<file path="config.mk">
export PLATFORM = sky130hd
export DESIGN_NAME = hp_mul_iter
export DESIGN_NICKNAME = d
export VERILOG_FILES = /design/src/rtl/hp_mul_iter_pkg.sv /design/src/rtl/hp_class.sv /design/src/rtl/hp_mul_iter.sv
export SDC_FILE = /design/constraint.sdc
export NUM_CORES = 1
export LEC_CHECK = 0
export ABC_AREA = 1
export BUFFER_PORTS_ARGS = -buffer_cell sky130_fd_sc_hd__buf_4
export CAP_MARGIN = 20
export CORE_MARGIN = 4
export CORE_UTILIZATION = 62
export DETAILED_ROUTE_END_ITERATION = 10
export PLACE_DENSITY = 0.87
export SYNTH_ARGS = -nofsm -noshare
export SYNTH_HDL_FRONTEND = slang
export SYNTH_SLANG_ARGS = --single-unit
</file>
<file path="constraint.sdc">
create_clock -name clk -period 5.7 [get_ports clk]
set_input_delay 0.57 -clock clk [delete_from_list [all_inputs] [get_ports clk]]
set_output_delay 0.57 -clock clk [all_outputs]
set_load 0.03 [all_outputs]
</file>
<file path="src/rtl/hp_mul_iter_pkg.sv">
// Shared bfloat16 definitions: class flag indices, exception indices,
// canonical encodings and the multiplier FSM state.
package hp_mul_iter_pkg;
    localparam int NEXP = 8;
    localparam int NSIG = 7;
    localparam int W    = NEXP + NSIG + 1;
    localparam int EW   = NEXP + 2;
    localparam int SW   = NSIG + 1;
    localparam int AW   = 2 * SW;
    localparam int CW   = $clog2(SW);
    localparam int SHW  = $clog2(SW);
    localparam int BIAS = 2 ** (NEXP - 1) - 1;

    localparam int SNAN      = 0;
    localparam int QNAN      = 1;
    localparam int INFINITY  = 2;
    localparam int ZERO      = 3;
    localparam int SUBNORMAL = 4;
    localparam int NORMAL    = 5;
    localparam int NTYPES    = 6;

    localparam int INVALID     = 0;
    localparam int DIVZERO     = 1;
    localparam int OVERFLOW    = 2;
    localparam int UNDERFLOW   = 3;
    localparam int INEXACT     = 4;
    localparam int NEXCEPTIONS = 5;

    localparam logic [NEXP-1:0] EXP_ONES   = '1;
    localparam logic [NEXP-1:0] EXP_ZERO   = '0;
    localparam logic [NSIG-1:0] FRAC_ZERO  = '0;
    localparam logic [W-1:0]    QNAN_CANON = {1'b0, EXP_ONES, 1'b1, {(NSIG - 1){1'b0}}};
    localparam logic signed [EW-1:0] E_INF  = EW'((2 ** NEXP) - 1);
    localparam logic signed [EW-1:0] E_ZERO = '0;

    typedef enum logic [2:0] {
        ST_IDLE  = 3'd0,
        ST_MUL   = 3'd1,
        ST_NORM  = 3'd2,
        ST_ROUND = 3'd3,
        ST_DONE  = 3'd4
    } state_t;
endpackage

</file>
<file path="src/rtl/hp_class.sv">
// Classifies one bfloat16 operand and returns its significand in 1.xxx form
// together with the left shift needed to get there (nonzero only for subnormals).
module hp_class
    import hp_mul_iter_pkg::*;
(
    input  logic [W-1:0]      i_f,
    output logic [NTYPES-1:0] o_flags,
    output logic [NSIG:0]     o_sig,
    output logic [SHW-1:0]    o_shift
);
    logic [NEXP-1:0] w_exp;
    logic [NSIG-1:0] w_frac;
    logic [SHW-1:0]  w_pos;

    assign w_exp  = i_f[W-2 -: NEXP];
    assign w_frac = i_f[NSIG-1:0];

    always_comb begin
        o_flags = '0;
        if (w_exp == EXP_ONES) begin
            if (w_frac == FRAC_ZERO)   o_flags[INFINITY] = 1'b1;
            else if (w_frac[NSIG-1])   o_flags[QNAN]     = 1'b1;
            else                       o_flags[SNAN]     = 1'b1;
        end else if (w_exp == EXP_ZERO) begin
            if (w_frac == FRAC_ZERO)   o_flags[ZERO]      = 1'b1;
            else                       o_flags[SUBNORMAL] = 1'b1;
        end else begin
            o_flags[NORMAL] = 1'b1;
        end
    end

    // Leading-one position of a subnormal fraction sets the normalising shift.
    always_comb begin
        w_pos = '0;
        for (int i = 0; i < NSIG; i++) begin
            if (w_frac[i]) w_pos = SHW'(i);
        end
        if (w_exp == EXP_ZERO) begin
            o_shift = SHW'(NSIG) - w_pos;
            o_sig   = {1'b0, w_frac} << o_shift;
        end else begin
            o_shift = '0;
            o_sig   = {1'b1, w_frac};
        end
    end
endmodule

</file>
<file path="src/rtl/hp_mul_iter.sv">
// Iterative bfloat16 multiplier: shift-and-add significand product, normalise,
// round-to-nearest-even, result held on a valid/ready output channel.
module hp_mul_iter
    import hp_mul_iter_pkg::*;
(
    input  logic                   clk,
    input  logic                   rst_n,
    input  logic                   in_valid,
    output logic                   in_ready,
    input  logic [W-1:0]           a,
    input  logic [W-1:0]           b,
    output logic                   out_valid,
    input  logic                   out_ready,
    output logic [W-1:0]           p,
    output logic [NTYPES-1:0]      bfFlags,
    output logic [NEXCEPTIONS-1:0] exception,
    output logic [2:0]             o_dbg_state
);
    // Handshakes: a transfer happens on a rising edge where valid && ready are
    // both high; the consumer of each channel may not infer anything from ready alone.
    state_t r_state, w_next;

    logic [NTYPES-1:0] w_fa, w_fb;
    logic [SW-1:0]     w_sig_a, w_sig_b;
    logic [SHW-1:0]    w_shift_a, w_shift_b;

    hp_class u_class_a (.i_f(a), .o_flags(w_fa), .o_sig(w_sig_a), .o_shift(w_shift_a));
    hp_class u_class_b (.i_f(b), .o_flags(w_fb), .o_sig(w_sig_b), .o_shift(w_shift_b));

    logic                   r_sign, r_out_valid, r_guard, r_sticky;
    logic [SW-1:0]          r_sig_a, r_sig_b, r_mant;
    logic signed [EW-1:0]   r_e;
    logic [AW-1:0]          r_acc;
    logic [CW-1:0]          r_cnt;
    logic [W-1:0]           r_p;
    logic [NTYPES-1:0]      r_flags;
    logic [NEXCEPTIONS-1:0] r_exc;

    logic                   w_sign_in, w_is_special;
    logic [NEXP-1:0]        w_expa, w_expb;
    logic signed [EW-1:0]   w_e_in;
    logic [W-1:0]           w_spec_p;
    logic [NTYPES-1:0]      w_spec_flags;
    logic [NEXCEPTIONS-1:0] w_spec_exc;

    assign w_sign_in = a[W-1] ^ b[W-1];
    assign w_expa    = w_fa[SUBNORMAL] ? NEXP'(1) : a[W-2 -: NEXP];
    assign w_expb    = w_fb[SUBNORMAL] ? NEXP'(1) : b[W-2 -: NEXP];
    assign w_e_in    = EW'(w_expa) + EW'(w_expb) - EW'(BIAS) - EW'(w_shift_a) - EW'(w_shift_b);
    assign w_is_special = !((w_fa[NORMAL] | w_fa[SUBNORMAL]) && (w_fb[NORMAL] | w_fb[SUBNORMAL]));

    always_comb begin
        w_spec_p     = '0;
        w_spec_flags = '0;
        w_spec_exc   = '0;
        if (w_fa[SNAN] | w_fa[QNAN] | w_fb[SNAN] | w_fb[QNAN]) begin
            w_spec_p            = QNAN_CANON;
            w_spec_flags[QNAN]  = 1'b1;
            w_spec_exc[INVALID] = w_fa[SNAN] | w_fb[SNAN];
        end else if ((w_fa[INFINITY] && w_fb[ZERO]) || (w_fa[ZERO] && w_fb[INFINITY])) begin
            w_spec_p            = QNAN_CANON;
            w_spec_flags[QNAN]  = 1'b1;
            w_spec_exc[INVALID] = 1'b1;
        end else if (w_fa[INFINITY] | w_fb[INFINITY]) begin
            w_spec_p               = {w_sign_in, EXP_ONES, FRAC_ZERO};
            w_spec_flags[INFINITY] = 1'b1;
        end else begin
            w_spec_p           = {w_sign_in, EXP_ZERO, FRAC_ZERO};
            w_spec_flags[ZERO] = 1'b1;
        end
    end

    logic [AW-1:0] w_partial;
    assign w_partial = r_sig_b[r_cnt] ? (AW'(r_sig_a) << r_cnt) : '0;

    // Product lies in [1,4): MSB set means the binary point moves up by one.
    logic          w_msb, w_norm_guard, w_norm_sticky;
    logic [SW-1:0] w_norm_mant;
    assign w_msb         = r_acc[AW-1];
    assign w_norm_mant   = w_msb ? r_acc[AW-1 -: SW] : r_acc[AW-2 -: SW];
    assign w_norm_guard  = w_msb ? r_acc[NSIG] : r_acc[NSIG-1];
    assign w_norm_sticky = w_msb ? |r_acc[NSIG-1:0] : |r_acc[NSIG-2:0];

    logic                   w_rnd_up, w_inexact;
    logic [SW:0]            w_mant_r;
    logic [NSIG-1:0]        w_frac_r;
    logic signed [EW-1:0]   w_e_r;
    logic [W-1:0]           w_rnd_p;
    logic [NTYPES-1:0]      w_rnd_flags;
    logic [NEXCEPTIONS-1:0] w_rnd_exc;

    assign w_rnd_up  = r_guard & (r_sticky | r_mant[0]);
    assign w_inexact = r_guard | r_sticky;
    assign w_mant_r  = {1'b0, r_mant} + (SW + 1)'(w_rnd_up);
    assign w_frac_r  = w_mant_r[SW] ? w_mant_r[NSIG:1] : w_mant_r[NSIG-1:0];
    assign w_e_r     = w_mant_r[SW] ? r_e + EW'(1) : r_e;

    always_comb begin
        w_rnd_p     = {r_sign, w_e_r[NEXP-1:0], w_frac_r};
        w_rnd_flags = '0;
        w_rnd_exc   = '0;
        if (w_e_r >= E_INF) begin
            w_rnd_p               = {r_sign, EXP_ONES, FRAC_ZERO};
            w_rnd_flags[INFINITY] = 1'b1;
            w_rnd_exc[OVERFLOW]   = 1'b1;
            w_rnd_exc[INEXACT]    = 1'b1;
        end else if (w_e_r <= E_ZERO) begin
            w_rnd_p              = {r_sign, EXP_ZERO, FRAC_ZERO};
            w_rnd_flags[ZERO]    = 1'b1;
            w_rnd_exc[UNDERFLOW] = 1'b1;
            w_rnd_exc[INEXACT]   = 1'b1;
        end else begin
            w_rnd_flags[NORMAL] = 1'b1;
            w_rnd_exc[INEXACT]  = w_inexact;
        end
    end

    always_ff @(posedge clk or negedge rst_n) begin
        if (!rst_n) r_state <= ST_IDLE;
        else        r_state <= w_next;
    end

    always_comb begin
        w_next = r_state;
        case (r_state)
            ST_IDLE:  if (in_valid) w_next = w_is_special ? ST_DONE : ST_MUL;
            ST_MUL:   if (r_cnt == CW'(NSIG)) w_next = ST_NORM;
            ST_NORM:  w_next = ST_ROUND;
            ST_ROUND: w_next = ST_DONE;
            ST_DONE:  if (r_out_valid && out_ready) w_next = ST_IDLE;
            default:  w_next = ST_IDLE;
        endcase
    end

    always_comb begin
        in_ready    = (r_state == ST_IDLE);
        o_dbg_state = r_state;
        out_valid   = r_out_valid;
        p           = r_p;
        bfFlags     = r_flags;
        exception   = r_exc;
    end

    always_ff @(posedge clk or negedge rst_n) begin
        if (!rst_n) begin
            r_sign <= 1'b0; r_out_valid <= 1'b0; r_guard <= 1'b0; r_sticky <= 1'b0;
            r_sig_a <= '0; r_sig_b <= '0; r_mant <= '0; r_e <= '0;
            r_acc <= '0; r_cnt <= '0; r_p <= '0; r_flags <= '0; r_exc <= '0;
        end else begin
            case (r_state)
                ST_IDLE: if (in_valid) begin
                    r_sign  <= w_sign_in;
                    r_sig_a <= w_sig_a;
                    r_sig_b <= w_sig_b;
                    r_e     <= w_e_in;
                    r_acc   <= '0;
                    r_cnt   <= '0;
                    if (w_is_special) begin
                        r_p     <= w_spec_p;
                        r_flags <= w_spec_flags;
                        r_exc   <= w_spec_exc;
                    end
                end
                ST_MUL: begin
                    r_acc <= r_acc + w_partial;
                    r_cnt <= r_cnt + 1'b1;
                end
                ST_NORM: begin
                    r_mant   <= w_norm_mant;
                    r_guard  <= w_norm_guard;
                    r_sticky <= w_norm_sticky;
                    r_e      <= w_msb ? r_e + EW'(1) : r_e;
                end
                ST_ROUND: begin
                    r_p     <= w_rnd_p;
                    r_flags <= w_rnd_flags;
                    r_exc   <= w_rnd_exc;
                end
                ST_DONE: begin
                    if (!r_out_valid)   r_out_valid <= 1'b1;
                    else if (out_ready) r_out_valid <= 1'b0;
                end
                default: ;
            endcase
        end
    end
endmodule

</file>
Word-level counts from Yosys, hierarchy flattened
Cells that the tools add are included.
Widths: inputs -> output; s select.
{ "classes": {"addsub": 10, "mul": 0, "n_div": 0, "magnitude_cmp": 3, "eq_ne": 12, "n_shift": 3, "n_mux": 86, "bitwise": 11, "n_reduce_logical": 20} }
{ "ops": {"columns": ["cell", "n"], "rows": [
  ["$mux 16", 6],
  ["$pmux 16 s2", 2],
  ["$mux 3", 17],
  ["$mux 15", 3],
  ["$mux 8", 5],
  ["$mux 10", 3],
  ["$mux 1", 29],
  ["$mux 2", 10],
  ["$pmux 10 s2", 1],
  ["$sub 10x3->10", 2],
  ["$add 16x16->16", 1],
  ["$eq 8x8->1 const B", 2],
  ["$logic_not 8->1", 2],
  ["$shl 7x3->8", 2],
  ["$shl 8x3->16", 1],
  ["$pmux 3 s5", 1],
  ["$logic_not 7->1", 2],
  ["$mux 6", 2],
  ["$pmux 6 s2", 1],
  ["$add 10x2->10 const B", 1],
  ["$ge 10x9->1 const B", 1],
  ["$le 10x1->1 const B", 1],
  ["$mux 5", 2],
  ["$ne 2x2->1 const B", 5],
  ["24 further kinds", 43]
]} }
{ "word_totals": {"ff_bits": 87, "latchBits": 0, "ramBits": 0, "rom_bits": 0, "elab_cells": 159, "n_memories": 0} }

Depth between registers and ports, before layout
{ "depth": {"word_depth": 12, "mapped_depth": 25, "mapped_depth_nobuf": 24} }

Hierarchy
A second synthesis with hierarchy kept.
{ "hier_totals": {"hier_cells": 1016, "area_unflattened_um2": 6954.2} }
{ "by_module_without_submodules": {"columns": ["mod", "instances", "cells_per_inst", "area_per_inst_um2"], "rows": [
  ["hp_mul_iter", 1, 848, 6088.3],
  ["hp_class", 2, 84, 432.9]
]} }

Worst setup path after synthesis
OpenSTA, ideal clock, no wires.
{ "synth_timing": {"kind": "input -> register", "start": "input a[14]", "end": "register r_e[7]", "setup_ps": 136, "arrival_ps": 3966, "slack_ps": 1597, "path_stages": 25, "n_path_buf": 1, "path_cell_list": "nor2_1 -> nand3_1 -> nor2_1 -> inv_1 -> clkbuf_1 -> nor2_1 -> ha_1 -> fa_1 -> inv_1 -> fa_1 -> ha_1 -> inv_1 -> fa_1 -> inv_1 -> nand2_1 -> nand2_1 -> nand2_1 -> nand2_1 -> nand2_1 -> nand2_1 -> a21oi_1 -> nor2_1 -> nor2_1 -> nand2_1 -> a31oi_1"} }
{ "synth_via": {"elab_chain_cells": 10, "elab_cells_between_ends": 12} }
{ "synth_rtl": {"columns": ["element", "line_no", "source"], "rows": [
  ["start: declaration", "hp_mul_iter.sv:10", "input logic [W-1:0] a,"],
  ["$logic_not 8->1", "hp_class.sv:24, hp_class.sv:38", null],
  ["$mux 2", "hp_class.sv:24", "end else if (w_exp == EXP_ZERO) begin"],
  ["$mux 3", "hp_class.sv:20", "if (w_exp == EXP_ONES) begin"],
  ["$mux 8", "hp_mul_iter.sv:47", "assign w_expa = w_fa[SUBNORMAL] ? NEXP'(1) : a[W-2 -: NEXP];"],
  ["$add 8x8->9", "hp_mul_iter.sv:49", "assign w_e_in = EW'(w_expa) + EW'(w_expb) - EW'(BIAS) - EW'(w_shift_a) - EW'(w_shift_b);"],
  ["$sub 9x7->10", "hp_mul_iter.sv:49", null],
  ["$sub 10x3->10 * (2 in a row)", "hp_mul_iter.sv:49", null],
  ["$mux 10 *", "hp_mul_iter.sv:151", "ST_IDLE: if (in_valid) begin"],
  ["$pmux 10 s2 *", "hp_mul_iter.sv:150", "case (r_state)"],
  ["end signal: assignment", "hp_mul_iter.sv:155", "r_e <= w_e_in;"],
  ["end signal: assignment", "hp_mul_iter.sv:172", "r_e <= w_msb ? r_e + EW'(1) : r_e;"],
  ["end: declaration", "hp_mul_iter.sv:32", "logic signed [EW-1:0] r_e;"]
]} }
Every way passes the cells marked *; elsewhere a longest branch is shown, timed or not. The select of a mux whose other input is x is not followed.
A chain may end at the register's enable or synchronous reset.

Final worst setup path
{ "layout_timing": {"start": "input a[14]", "end": "register r_e[9]"} }
Same word-level chain as after synthesis.

==> results.toml <==
[run_status]
status = "finished, final reports clean"

[place]
io_buffers = 64
finalWeightedCongestion = 0.9483
dp_cells = 1153
post-dp-hpwl_um = 12730
dpl_worst_slack_ns = 1.115

[die]
die_y_um = 112.0
ios = 68
core-area_um2 = 10420
fp.dieArea_um2 = 12550
start_util_pct = 64.40
die_w_um = 112.0
rows = 37

[pwr]
power_density_nw_per_um2 = 446.7
p_leak_nw = 3.895
total_power_mw = 3.326
vdd_drop_max_mv = 0.3213

[final_layout]
antenna_cells = 0
nFillCells = 906
fin_cells = 1170
drive_gt1_share_pct = 12.09
fin_nets = 1112
syn2layout_area_growth_pct = 11.02

[synth]
synthFlopType = "dfrtp_1"
synth-async-reset-ratio_pct = 100.0
yosys_warnings = 0
synth_cells = 983
synth.distinct_cells = 47
synth_edf_count = 0
avgSynthCellArea_um2 = 6.824
ys_seq_area_share_pct = 31.34
ys_ff_latch = 84
synthesis.area_um2 = 6708

[clock_tree]
clockBufferDepth = 2
insertion_delay_ns = 0.38
post_cts_resized = 0
cts.sinks = 84
cts_root_buf = "clkbuf_8"
cts_tree = "done"
path_clk_slew_ns = 0.10
cts_buffers = 9
htree_levels = 3
post_cts.repair.setup_buffers = 0
cts_hold_buf = 0

[worst_setup_path]
cp.arrival_ns = 4.42
path_depth = 25
max_stage_delay_ns = 0.54
crit_path_max_fanout = 11
r2r_slack_ns = 2.44
endpoint_kind = "flip-flop"
rr_startpoint = "r_cnt[0]"
crit_top_cell = "nand2_1"
crit_end = "r_e[9]"
path_delay_family = "adder cells"
start_kind = "primary input"
r2r-end = "r_acc[13]"
startpoint = "a[14]"
reg2regPathDepth = 19
required_ns = 5.94
slowest_stage = "fa_1"
crit_buf_inv = 5
crit_type = "in2reg"

[routing]
drt_wl_total_um = 16420
drtIter0Drc = 515
vias = 6538
drt.antenna.violating_nets = 0
wire_per_inst_um = 14.04
first_pass_iters = 5
viasPerCell = 5.588
remaining_drc_errors = 0

[sta]
fin_tns_setup_ns = 0
min_period_ns = 4.176
worstMarginPinSlew_ns = 0.7230
setup_viol = 0
finalClockSkew_ns = 0.01555
hold_viol_final = 0
drv_slew = 0
hold_ws_ns = 0.007747
rsz0062_at_grt = "no"
layout_setup_ws_ns = 1.524
slew_headroom_pct = 51.74
fmax_ghz = 0.2395
fin_crit_sh_pct = 73.26

[grt]
grt_pass1_wl_um = 28430
grt_max_degree = 85
grt_use_total_pct = 27.11
grt_pass1_vias = 6167
grt_remaining_overflow = 0
antenna_found_initial = 0

[run]
maxCapViolCount = 0

[min_path]
hp-class = "in2async"
[cells in the final DEF (no fill, tap or decap), drive strengths merged, types with 2 or more instances in the layout]
| master | synthesis | routed |
|---|---|---|
| nand2 | 266 | 266 |
| inv | 143 | 147 |
| o21ai | 104 | 104 |
| nor2 | 94 | 94 |
| dfrtp | 84 | 84 |
| nand3 | 70 | 70 |
| buf | 8 | 66 |
| a21oi | 50 | 50 |
| ha | 39 | 39 |
| nor3 | 16 | 16 |
| nand4 | 14 | 14 |
| o211ai | 13 | 13 |
| clkbuf | 25 | 9 |
| a22oi | 8 | 8 |
| fa | 8 | 8 |
| a31oi | 6 | 6 |
| o22ai | 5 | 5 |
| xor2 | 4 | 4 |
| a211oi | 4 | 4 |
| a22o | 3 | 3 |
| or2 | 3 | 3 |
| xnor2 | 3 | 3 |
| conb | 1 | 3 |
| clkinv | 0 | 3 |
| o31ai | 2 | 2 |
| o22a | 2 | 2 |
| a21o | 2 | 2 |
[flip-flops by register name (all words and copies together), names as in the netlist]
name	count
p	16
r_acc	16
r_e	10
r_mant	8
r_sig_a	8
r_sig_b	8
bfFlags	4
exception	4
o_dbg_state	3
r_cnt	3
out_valid	1
r_guard	1
r_sign	1
r_sticky	1
[worst min-delay path by stage]
stage / start / to / depth (start not counted)
2_1_floorplan: rst_n / bfFlags[1] / 0
3_3_place_gp: r_sig_b[0] / r_sig_b[0] / 2
3_5_place_dp: r_sig_b[0] / r_sig_b[0] / 2
4_1_cts: rst_n / p[8] / 1
5_1_grt: rst_n / r_e[4] / 1
6_report: rst_n / r_e[4] / 1
[Yosys cell counts, types with 6 or more instances]
cell type  count  area [µm²]
nor2_1        86       322.8
o21ai_0      101       505.5
dfrtp_1       84        2102
nand3_2        7       70.07
nand3_1       62       310.3
nand2_1      253       949.7
nand2_2       11       68.82
o211ai_1      13       97.59
clkbuf_1      25       93.84
a31oi_1        6       37.54
nor2_2         6       37.54
fa_1           8       160.2
ha_1          39       488.0
inv_1        138       518.0
nor3_1        14       70.07
nand4_1       14       87.58
a22oi_1        8       60.06
a21oi_1       47       235.2
[stage by stage]
step           area (µm²)  util [%]
6_report             7447     71.50
3_3_place_gp         7219     69.31
3_5_place_dp         7219     69.31
2_1_floorplan        6715         -
5_1_grt              7447     71.50
4_1_cts              7420     71.23
[power breakdown]
group	leakage [nW]	internal [mW]	switching, mW
logic	2.73	0.637	1.20
registers	1.06	0.827	0.226
clock network	0.103	0.174	0.262
total	3.90	1.64	1.69
[final cells by class]
type / instances / area, µm² / share of cell area, %
Timing Repair Buffer: 66 / 515.5 / 6.922
Tap cell: 136 / 170.2 / 2.285
Sequential cell: 84 / 2102 / 28.23
Multi-Input combinational cell: 725 / 3923 / 52.67
Clock buffer: 9 / 123.9 / 1.663
Inverter: 143 / 536.8 / 7.208
Clock inverter: 7 / 76.32 / 1.025
[per-layer routing]
metal	share of wire, %	global-route usage [%]	wire (µm)
met2	48	45.12	7831
met1	45	37.31	7385
met3	5.4	3.881	890
met4	1.9	7.532	314
met5	0	0	0
[cell families (layout without fill, tap and decap cells)]
logic type                 after synthesis  after routing  share of synthesized area [%]
and+or+nand+nor                        466            466                          30.48
AOI/OAI and AO/OA                      201            201                          17.11
buffers and inverters                  176            225                          10.30
DFF                                     84             84                          31.34
adders and majority gates               47             47                          9.662
xor gates and xnor gates                 7              7                         0.9140
other                                    1              3                        0.05591
muxes                                    1              1                         0.1492
Note: power is estimated with default switching activity, not from simulation.
